[src/rtl/vga_pattern_ctrl_if.sv]
// Pixel-position, request and pixel-output bundle of the VGA pattern controller.
// master: the timing generator / control side; slave: the pattern controller.
interface vga_pattern_ctrl_if;
    logic [10:0] vga_xpos;
    logic [10:0] vga_ypos;
    logic        req_next;
    logic        req_prev;
    logic        auto_en;
    logic [1:0]  pattern_id;
    logic        sw_pending;
    logic [23:0] vga_data;

    modport master (
        output vga_xpos, vga_ypos, req_next, req_prev, auto_en,
        input  pattern_id, sw_pending, vga_data
    );

    modport slave (
        input  vga_xpos, vga_ypos, req_next, req_prev, auto_en,
        output pattern_id, sw_pending, vga_data
    );
endinterface

[src/rtl/vga_pattern_ctrl.sv]
// VGA test-pattern generator: four patterns (colour bars H/V, checkerboard,
// grey ramp), switched only on entry to vertical blank, with optional timed
// auto-advance.
//
//   state | meaning
//   ------+---------------------------------------------------------------
//   RUN   | no switch outstanding; auto-advance may step on a frame boundary
//   PEND  | a manual step (direction in dir_next) waits for the frame boundary
module vga_pattern_ctrl #(
    parameter int H_DISP      = 640,
    parameter int V_DISP      = 480,
    parameter int AUTO_FRAMES = 120
) (
    input logic              clk_25m,
    input logic              rst,
    vga_pattern_ctrl_if.slave bus
);
    localparam int          BAND_H    = V_DISP / 8;
    localparam int          BAND_W    = H_DISP / 8;
    localparam logic [10:0] H_LIM     = 11'(H_DISP);
    localparam logic [10:0] V_LIM     = 11'(V_DISP);
    localparam logic [10:0] V_LAST    = 11'(V_DISP - 1);
    localparam logic [7:0]  AUTO_LAST = 8'(AUTO_FRAMES - 1);

    typedef enum logic {RUN = 1'b0, PEND = 1'b1} state_t;

    state_t      state, state_d;
    logic        dir_next, dir_next_d;   // 1 = step forward, 0 = step back
    logic [1:0]  pat, pat_d;
    logic [7:0]  auto_cnt, auto_cnt_d;
    logic [10:0] ypos_prev;
    logic [23:0] pix, vga_data_q;
    logic [2:0]  band_v, band_h;
    logic        fb, req_valid;

    function automatic logic [23:0] band_colour(input logic [2:0] b);
        case (b)
            3'd0:    return 24'hff0000;
            3'd1:    return 24'h00ff00;
            3'd2:    return 24'h0000ff;
            3'd3:    return 24'hffffff;
            3'd4:    return 24'h000000;
            3'd5:    return 24'hffff00;
            3'd6:    return 24'hff00ff;
            default: return 24'h00ffff;
        endcase
    endfunction

    assign fb        = (bus.vga_ypos == V_LIM) && (ypos_prev == V_LAST);
    assign req_valid = bus.req_next ^ bus.req_prev;

    // Line history so the frame boundary fires once, on entry to vertical blank.
    always_ff @(posedge clk_25m) begin
        if (rst) ypos_prev <= '0;
        else     ypos_prev <= bus.vga_ypos;
    end

    // FSM state, latched direction, current pattern and auto-advance counter.
    always_ff @(posedge clk_25m) begin
        if (rst) begin
            state    <= RUN;
            dir_next <= 1'b1;
            pat      <= 2'd0;
            auto_cnt <= 8'd0;
        end else begin
            state    <= state_d;
            dir_next <= dir_next_d;
            pat      <= pat_d;
            auto_cnt <= auto_cnt_d;
        end
    end

    // Next-state: manual steps apply only at the frame boundary and beat auto-advance.
    always_comb begin
        state_d    = state;
        dir_next_d = dir_next;
        pat_d      = pat;
        auto_cnt_d = auto_cnt;
        case (state)
            RUN: begin
                if (fb && bus.auto_en) begin
                    if (auto_cnt == AUTO_LAST) begin
                        pat_d      = pat + 2'd1;
                        auto_cnt_d = 8'd0;
                    end else begin
                        auto_cnt_d = auto_cnt + 8'd1;
                    end
                end
                // A request in the boundary cycle itself waits for the next boundary.
                if (req_valid) begin
                    state_d    = PEND;
                    dir_next_d = bus.req_next;
                end
            end
            PEND: begin
                if (fb) begin
                    state_d    = RUN;
                    auto_cnt_d = 8'd0;
                    // A request arriving on the boundary itself still wins over the latched one.
                    if (req_valid ? bus.req_next : dir_next) pat_d = pat + 2'd1;
                    else                                     pat_d = pat - 2'd1;
                end else if (req_valid) begin
                    dir_next_d = bus.req_next;
                end
            end
            default: state_d = RUN;
        endcase
        if (!bus.auto_en) auto_cnt_d = 8'd0;
    end

    // Pixel colour for the current position; bands clamp to 7 past the last full band.
    always_comb begin
        band_v = 3'd0;
        band_h = 3'd0;
        pix    = 24'h000000;
        for (int k = 1; k < 8; k++) begin
            if ({21'd0, bus.vga_ypos} >= 32'(k * BAND_H)) band_v = 3'(k);
            if ({21'd0, bus.vga_xpos} >= 32'(k * BAND_W)) band_h = 3'(k);
        end
        if (bus.vga_xpos < H_LIM && bus.vga_ypos < V_LIM) begin
            case (pat)
                2'd0:    pix = band_colour(band_v);
                2'd1:    pix = band_colour(band_h);
                2'd2:    pix = {24{bus.vga_xpos[5] ^ bus.vga_ypos[5]}};
                default: pix = {3{bus.vga_xpos[9:2]}};
            endcase
        end
    end

    // One-cycle registered pixel output.
    always_ff @(posedge clk_25m) begin
        if (rst) vga_data_q <= 24'h000000;
        else     vga_data_q <= pix;
    end

    assign bus.pattern_id = pat;
    assign bus.sw_pending = (state == PEND);
    assign bus.vga_data   = vga_data_q;
endmodule

[src/flat_wrapper.sv]
// flat-port wrapper written by rule: the top's interface ports become plain ports
module vga_pattern_ctrl_flat 
#(
    parameter int H_DISP      = 640,
    parameter int V_DISP      = 480,
    parameter int AUTO_FRAMES = 120
)
  (clk_25m, rst, bus_vga_xpos, bus_vga_ypos, bus_req_next, bus_req_prev, bus_auto_en, bus_pattern_id, bus_sw_pending, bus_vga_data);
  vga_pattern_ctrl_if bus_i ();
  input logic clk_25m;
  input logic rst;
  input wire logic [$bits(bus_i.vga_xpos)-1:0] bus_vga_xpos;
  input wire logic [$bits(bus_i.vga_ypos)-1:0] bus_vga_ypos;
  input wire logic [$bits(bus_i.req_next)-1:0] bus_req_next;
  input wire logic [$bits(bus_i.req_prev)-1:0] bus_req_prev;
  input wire logic [$bits(bus_i.auto_en)-1:0] bus_auto_en;
  output wire logic [$bits(bus_i.pattern_id)-1:0] bus_pattern_id;
  output wire logic [$bits(bus_i.sw_pending)-1:0] bus_sw_pending;
  output wire logic [$bits(bus_i.vga_data)-1:0] bus_vga_data;
  assign bus_i.vga_xpos = bus_vga_xpos;
  assign bus_i.vga_ypos = bus_vga_ypos;
  assign bus_i.req_next = bus_req_next;
  assign bus_i.req_prev = bus_req_prev;
  assign bus_i.auto_en = bus_auto_en;
  assign bus_pattern_id = bus_i.pattern_id;
  assign bus_sw_pending = bus_i.sw_pending;
  assign bus_vga_data = bus_i.vga_data;
  vga_pattern_ctrl #(.H_DISP(H_DISP), .V_DISP(V_DISP), .AUTO_FRAMES(AUTO_FRAMES)) u_core (.clk_25m(clk_25m), .rst(rst), .bus(bus_i));
endmodule
[config.mk]
export PLATFORM = sky130hd
export DESIGN_NAME = vga_pattern_ctrl_flat
export DESIGN_NICKNAME = d
export VERILOG_FILES = /design/src/rtl/vga_pattern_ctrl_if.sv /design/src/rtl/vga_pattern_ctrl.sv /design/src/flat_wrapper.sv
export SDC_FILE = /design/constraint.sdc
export NUM_CORES = 1
export LEC_CHECK = 0
export CORE_AREA = 2 2 97 99
export DETAILED_ROUTE_END_ITERATION = 8
export DIE_AREA = 0 0 99 101
export PLACE_DENSITY = 0.46
export SLEW_MARGIN = 30
export SYNTH_ARGS = -nofsm -noshare
export SYNTH_HDL_FRONTEND = slang
export SYNTH_SLANG_ARGS = --single-unit
[constraint.sdc]
create_clock -name clk_25m -period 2.31 [get_ports clk_25m]
set_input_delay 0.462 -clock clk_25m [delete_from_list [all_inputs] [get_ports clk_25m]]
set_output_delay 0.462 -clock clk_25m [all_outputs]
set_load 0.01 [all_outputs]
======== Word-level counts from Yosys, hierarchy flattened ========
Index checks and enable logic that the tools add are counted.
Widths: inputs -> output; s select.
word-level totals
  bits in registers ....................... 47
  input port bits ......................... 27
  output and inout bits ................... 27
  logic and storage cells ................. 93
cells by class
  add/subtract/negate cells ............... 3
  order comparisons ....................... 16
  equal/unequal tests ..................... 21
  multiplexer cells ....................... 32
  bitwise logic cells ..................... 5
  reduce and logical (&&, ||, !) cells .... 10
operator list
  operator              number
  $pmux 24 s7           2
  $pmux 24 s3           1
  $ge 11x9->1 const B   6
  $ge 11x8->1 const B   4
  $mux 3                8
  $mux 8                3
  $eq 11x9->1 const B   2
  $ge 11x7->1 const B   2
  $eq 3x3->1 const B    6
  $mux 2                8
  $pmux 8 s2            1
  $eq 3x2->1 const B    4
  $ge 11x10->1 const B  1
  $ge 11x6->1 const B   1
  $lt 11x10->1 const B  1
  $lt 11x9->1 const B   1
  $add 8x1->8 const B   1
  $eq 8x7->1 const B    1
  $eq 3x1->1 const B    2
  $logic_not 3->1       2
  $mux 1                6
  $ne 2x1->1 const B    2
  $ne 2x2->1 const B    2
  $pmux 1 s2            2
  other kinds (12)      18

======== Longest topological paths before layout ========
  word-level depth ........................ 11
  depth in mapped cells ................... 6
  depth with buffers taken out ............ 6

======== Least setup slack after synthesis ========
Ideal clock, no wire load.
  kind .................................... input-to-reg
  start point ............................. in bus_vga_ypos[7]
  end point ............................... reg u_core.vga_data_q[16], in the netlist u_core.bus.vga_data[16]
  setup time .............................. 133 ps
  data arrival time ....................... 1,752 ps
  required time ........................... 2,177 ps
  path slack .............................. 425 ps
  stages on the path ...................... 6
  path buffers ............................ 1
  cells stage by stage .................... buf_6 or4_1 o21ai_1 a31oi_1 a2111oi_4 nor2_1
between the ends
  word-level cells in the longest chain between the ends .. 11
  elaborated cells between the ends (all ways) .. 27
  classes of those cells .................. order compare: 8; eq/ne: 6; mux: 9; bitwise: 1; reduce/logical: 3
ends and longest elaborated chain
  item                                line                     source
  start: declaration                  flat_wrapper.sv:13       input wire logic [$bits(bus_i.vga_ypos)-1:0] bus_vga_ypos;
  $ge 11x6->1                         vga_pattern_ctrl.sv:117  if ({21'd0, bus.vga_ypos} >= 32'(k * BAND_H)) band_v = 3'(k);
  $mux 1                              vga_pattern_ctrl.sv:117
  $mux 2 (2 in a row)                 vga_pattern_ctrl.sv:117
  $mux 3 (4 in a row)                 vga_pattern_ctrl.sv:117
  $eq 3x3->1 (tied with other cells)  vga_pattern_ctrl.sv:37   case (b)
  $pmux 24 s7                         vga_pattern_ctrl.sv:37
  $pmux 24 s3                         vga_pattern_ctrl.sv:121  case (pat)
  end signal: assignment              vga_pattern_ctrl.sv:133  else vga_data_q <= pix;
  end: declaration                    vga_pattern_ctrl.sv:32   logic [23:0] pix, vga_data_q;
Several ways; a longest one is shown, not always the timed one.
A chain may end at the register's enable or synchronous reset.

======== Worst setup path after layout ========
  start point ............................. in bus_vga_ypos[8]
  end point ............................... reg u_core.vga_data_q[18], in the netlist u_core.bus.vga_data[18]
Same word-level chain as after synthesis.

==> flow_metrics.env <==
export IMPL_fin_skew_ns=0.0126
export IMPL_syn_to_final_growth_pct=45.1
export IMPL_drive_gt1_share_pct=16.4
export IMPL_cp_start_kind="input port"
export IMPL_path_class="input port to register"
export IMPL_drc=0
export IMPL_ys_flop_type="dfxtp_1"
export IMPL_max_slew_worst_pin_slew_ns=0.435
export IMPL_fp_dieW_um=99
export IMPL_via_per_inst=4.50
export IMPL_htreeDepth=2
export IMPL_grt_pass1_vias=1833
export IMPL_synth_top_cells_by_count="dfxtp_1, nor2_1, nor2b_1"
export IMPL_synth_ff_latch_count=47
export IMPL_cts_clk_slew_worst_paths_ns=0.10
export IMPL_postSynthCellCount=237
export IMPL_dieArea_um2=10000
export IMPL_fmax_ghz=0.461
export IMPL_worst_slack_ns=0.139
export IMPL_place_congestion=0.760
export IMPL_num_io_pins=54
export IMPL_yosysMostFrequentCell="dfxtp_1"
export IMPL_synth_nets=269
export IMPL_place_hpwl_um=4210
export IMPL_synth_edf_count=0
export IMPL_postRouteAntennaNets=0
export IMPL_port_buffers=51
export IMPL_p_leak_nw=1.25
export IMPL_grt_usage_pct=11.6
export IMPL_cts_setup_buffers=0
export IMPL_clock_sinks=47
export IMPL_avgSynthCellArea_um2=9.28
export IMPL_start_util_pct=24.5
export IMPL_grt_setup_unrepaired="no"
export IMPL_firstDrtPassIters=4
export IMPL_synth_top_area_share_pct=42.8
export IMPL_nets=348
export IMPL_clk_latency_ns=0.31
export IMPL_synth_area_um2=2200
export IMPL_finalCritPeriodShare_pct=94.0
export IMPL_die_y_um=101
export IMPL_setup_viol=0
export IMPL_yosysWarnings=0
export IMPL_wl_per_cell_um=12.7
export IMPL_core_um2=8980
export IMPL_dpl_instance_area_um2=3040
export IMPL_cts_buffer_depth=2
export IMPL_cts_hold_buf=0
export IMPL_clockRootBuffer="clkbuf_8"
export IMPL_grt_max_degree=16
export IMPL_hold_viol_final=0
export IMPL_stdcell_area_um2=3190
export IMPL_status="completed"
export IMPL_pwr_density_cell_nw_per_um2=559
export IMPL_preCtsSetupSlack_ns=-0.259
export IMPL_required_ns=2.49
export IMPL_antenna_found_initial=0
export IMPL_cap_viol_max_count=0
export IMPL_cts_buffers=5
export IMPL_synthArstFlopShare_pct=0
export IMPL_cp_max_fo=9
export IMPL_fillers=900
export IMPL_worstPathArrival_ns=2.35
export IMPL_peakVddDrop_mv=0.330
export IMPL_synth_area_leaders="dfxtp_1, nor2_1, nor2b_1, xnor2_1, ha_1"
export IMPL_min_period_ns=2.17
export IMPL_hold_class="register to register"
export IMPL_vias=1925
export IMPL_cts_tree="built"
export IMPL_grt_ovfl_total=0
export IMPL_num_rows=35
export IMPL_dp_cells=420
export IMPL_maxSlewHeadroom_pct=71.0
export IMPL_ys_seq_area_share_pct=42.8
export IMPL_insertedDiodeCount=0
export IMPL_drt_iter0_markers=46
export IMPL_maxSlewViolCount=0
export IMPL_yosys_area_top_type="dfxtp_1"
export IMPL_routed_wl_um=5430
export IMPL_tns_ns=0
export IMPL_synth_cell_type_count=54
export IMPL_final_cells=428
export IMPL_grt_pass1_wl_um=9250
export IMPL_critPathCaptureType="register"
export IMPL_post_route_util_pct=35.5
[through the flow]
step / power (mW) / hold WS (ns)
CTS: 1.80 / 0.487
floorplan: 0.966 / 0.450
global placement: 1.09 / 0.467
global route: 1.86 / 0.553
detailed placement: 1.09 / 0.471
finish: 1.78 / 0.486
[sequential cells by signal (all words and copies together) (netlist names)]
name	flops
u_core.auto_cnt	8
u_core.dir_next	1
u_core.ypos_prev	11
u_core.bus.pattern_id	2
u_core.bus.vga_data	24
u_core.bus.sw_pending	1
[critical path, cell delays in order]
cell and delay [ns]:
clkdlybuf4s50_1 0.63, nand2_1 0.12, o311a_1 0.38, o211a_1 0.17, a2111oi_4 0.32, buf_4 0.22, nor2_1 0.05
[repair_timing]
action,in CTS,in global routing
hold endpoints to repair,0,0
resized for setup,0,5
setup endpoints to repair,0,16
[routing by layer]
layer,routed length (um),track usage (%),vias to the layer above
li1,-,-,997
met1,2690,15.8,867
met2,2320,18.5,57
met3,369,2.77,4
met4,46,2.85,0
met5,0,0,-
[cell type report]
type                    instances  area [um2]  share of cell area [%]
repair buffers                 85         788                    24.7
flip-flops and latches         47         941                    29.5
well taps                     111         139                    4.35
inverters                       9        33.8                    1.06
multi-input cells             168        1150                    36.1
clock buffers                   5        68.8                    2.16
clock inverters                 3        67.6                    2.12
[layout by cell type (no fill, tap or decap), types with 2 or more instances in the layout]
cell type | synthesis | final
clkdlybuf4s50_1 | 0 | 47
dfxtp_1 | 47 | 47
nor2_1 | 39 | 39
buf_4 | 2 | 33
nor2b_1 | 15 | 15
o21ai_0 | 10 | 10
xnor2_1 | 9 | 9
inv_1 | 8 | 8
nor3_1 | 8 | 8
nand3_1 | 7 | 7
nand2_1 | 7 | 7
a21oi_1 | 5 | 5
ha_1 | 5 | 5
clkbuf_8 | 0 | 5
nor4_1 | 4 | 4
dlymetal6s2s_1 | 0 | 4
a211o_1 | 3 | 3
o211ai_1 | 3 | 3
nand4_1 | 3 | 3
and4_1 | 3 | 3
or4_1 | 3 | 3
maj3_1 | 2 | 2
o21bai_1 | 2 | 2
and3_1 | 2 | 2
nor3b_1 | 2 | 2
nand2b_1 | 2 | 2
o211a_1 | 2 | 2
o2111ai_1 | 2 | 2
nand3b_1 | 2 | 2
a31oi_1 | 3 | 2
a211oi_1 | 2 | 2
a2111oi_4 | 2 | 2
bufinv_16 | 0 | 2
[cells by family (layout without fill, tap and decap cells)]
kind of cell,count (synthesis),after routing,synth area share [%]
mux,1,1,0.455
compound gates,43,43,16.4
buf+inv,22,102,5.12
simple gates,107,107,27.5
fa+ha+maj,7,7,3.75
xor+xnor,10,10,3.98
flops,47,47,42.8
[power breakdown]
part           switching [mW]  internal (mW)
combinational           0.101          0.125
clock                   0.287          0.432
sequential            0.00974          0.829
[final timing paths]
kind	from	to	slack, ns	cells after the start
worst min-delay path	u_core.dir_next	u_core.dir_next	0.49	2
worst min register to register	u_core.dir_next	u_core.dir_next	0.49	2
worst max-delay path	bus_vga_ypos[8]	u_core.bus.vga_data[18]	0.14	7
worst max register to register	u_core.auto_cnt[0]	u_core.bus.pattern_id[1]	0.46	7
Note: power is estimated with default switching activity, not from simulation.
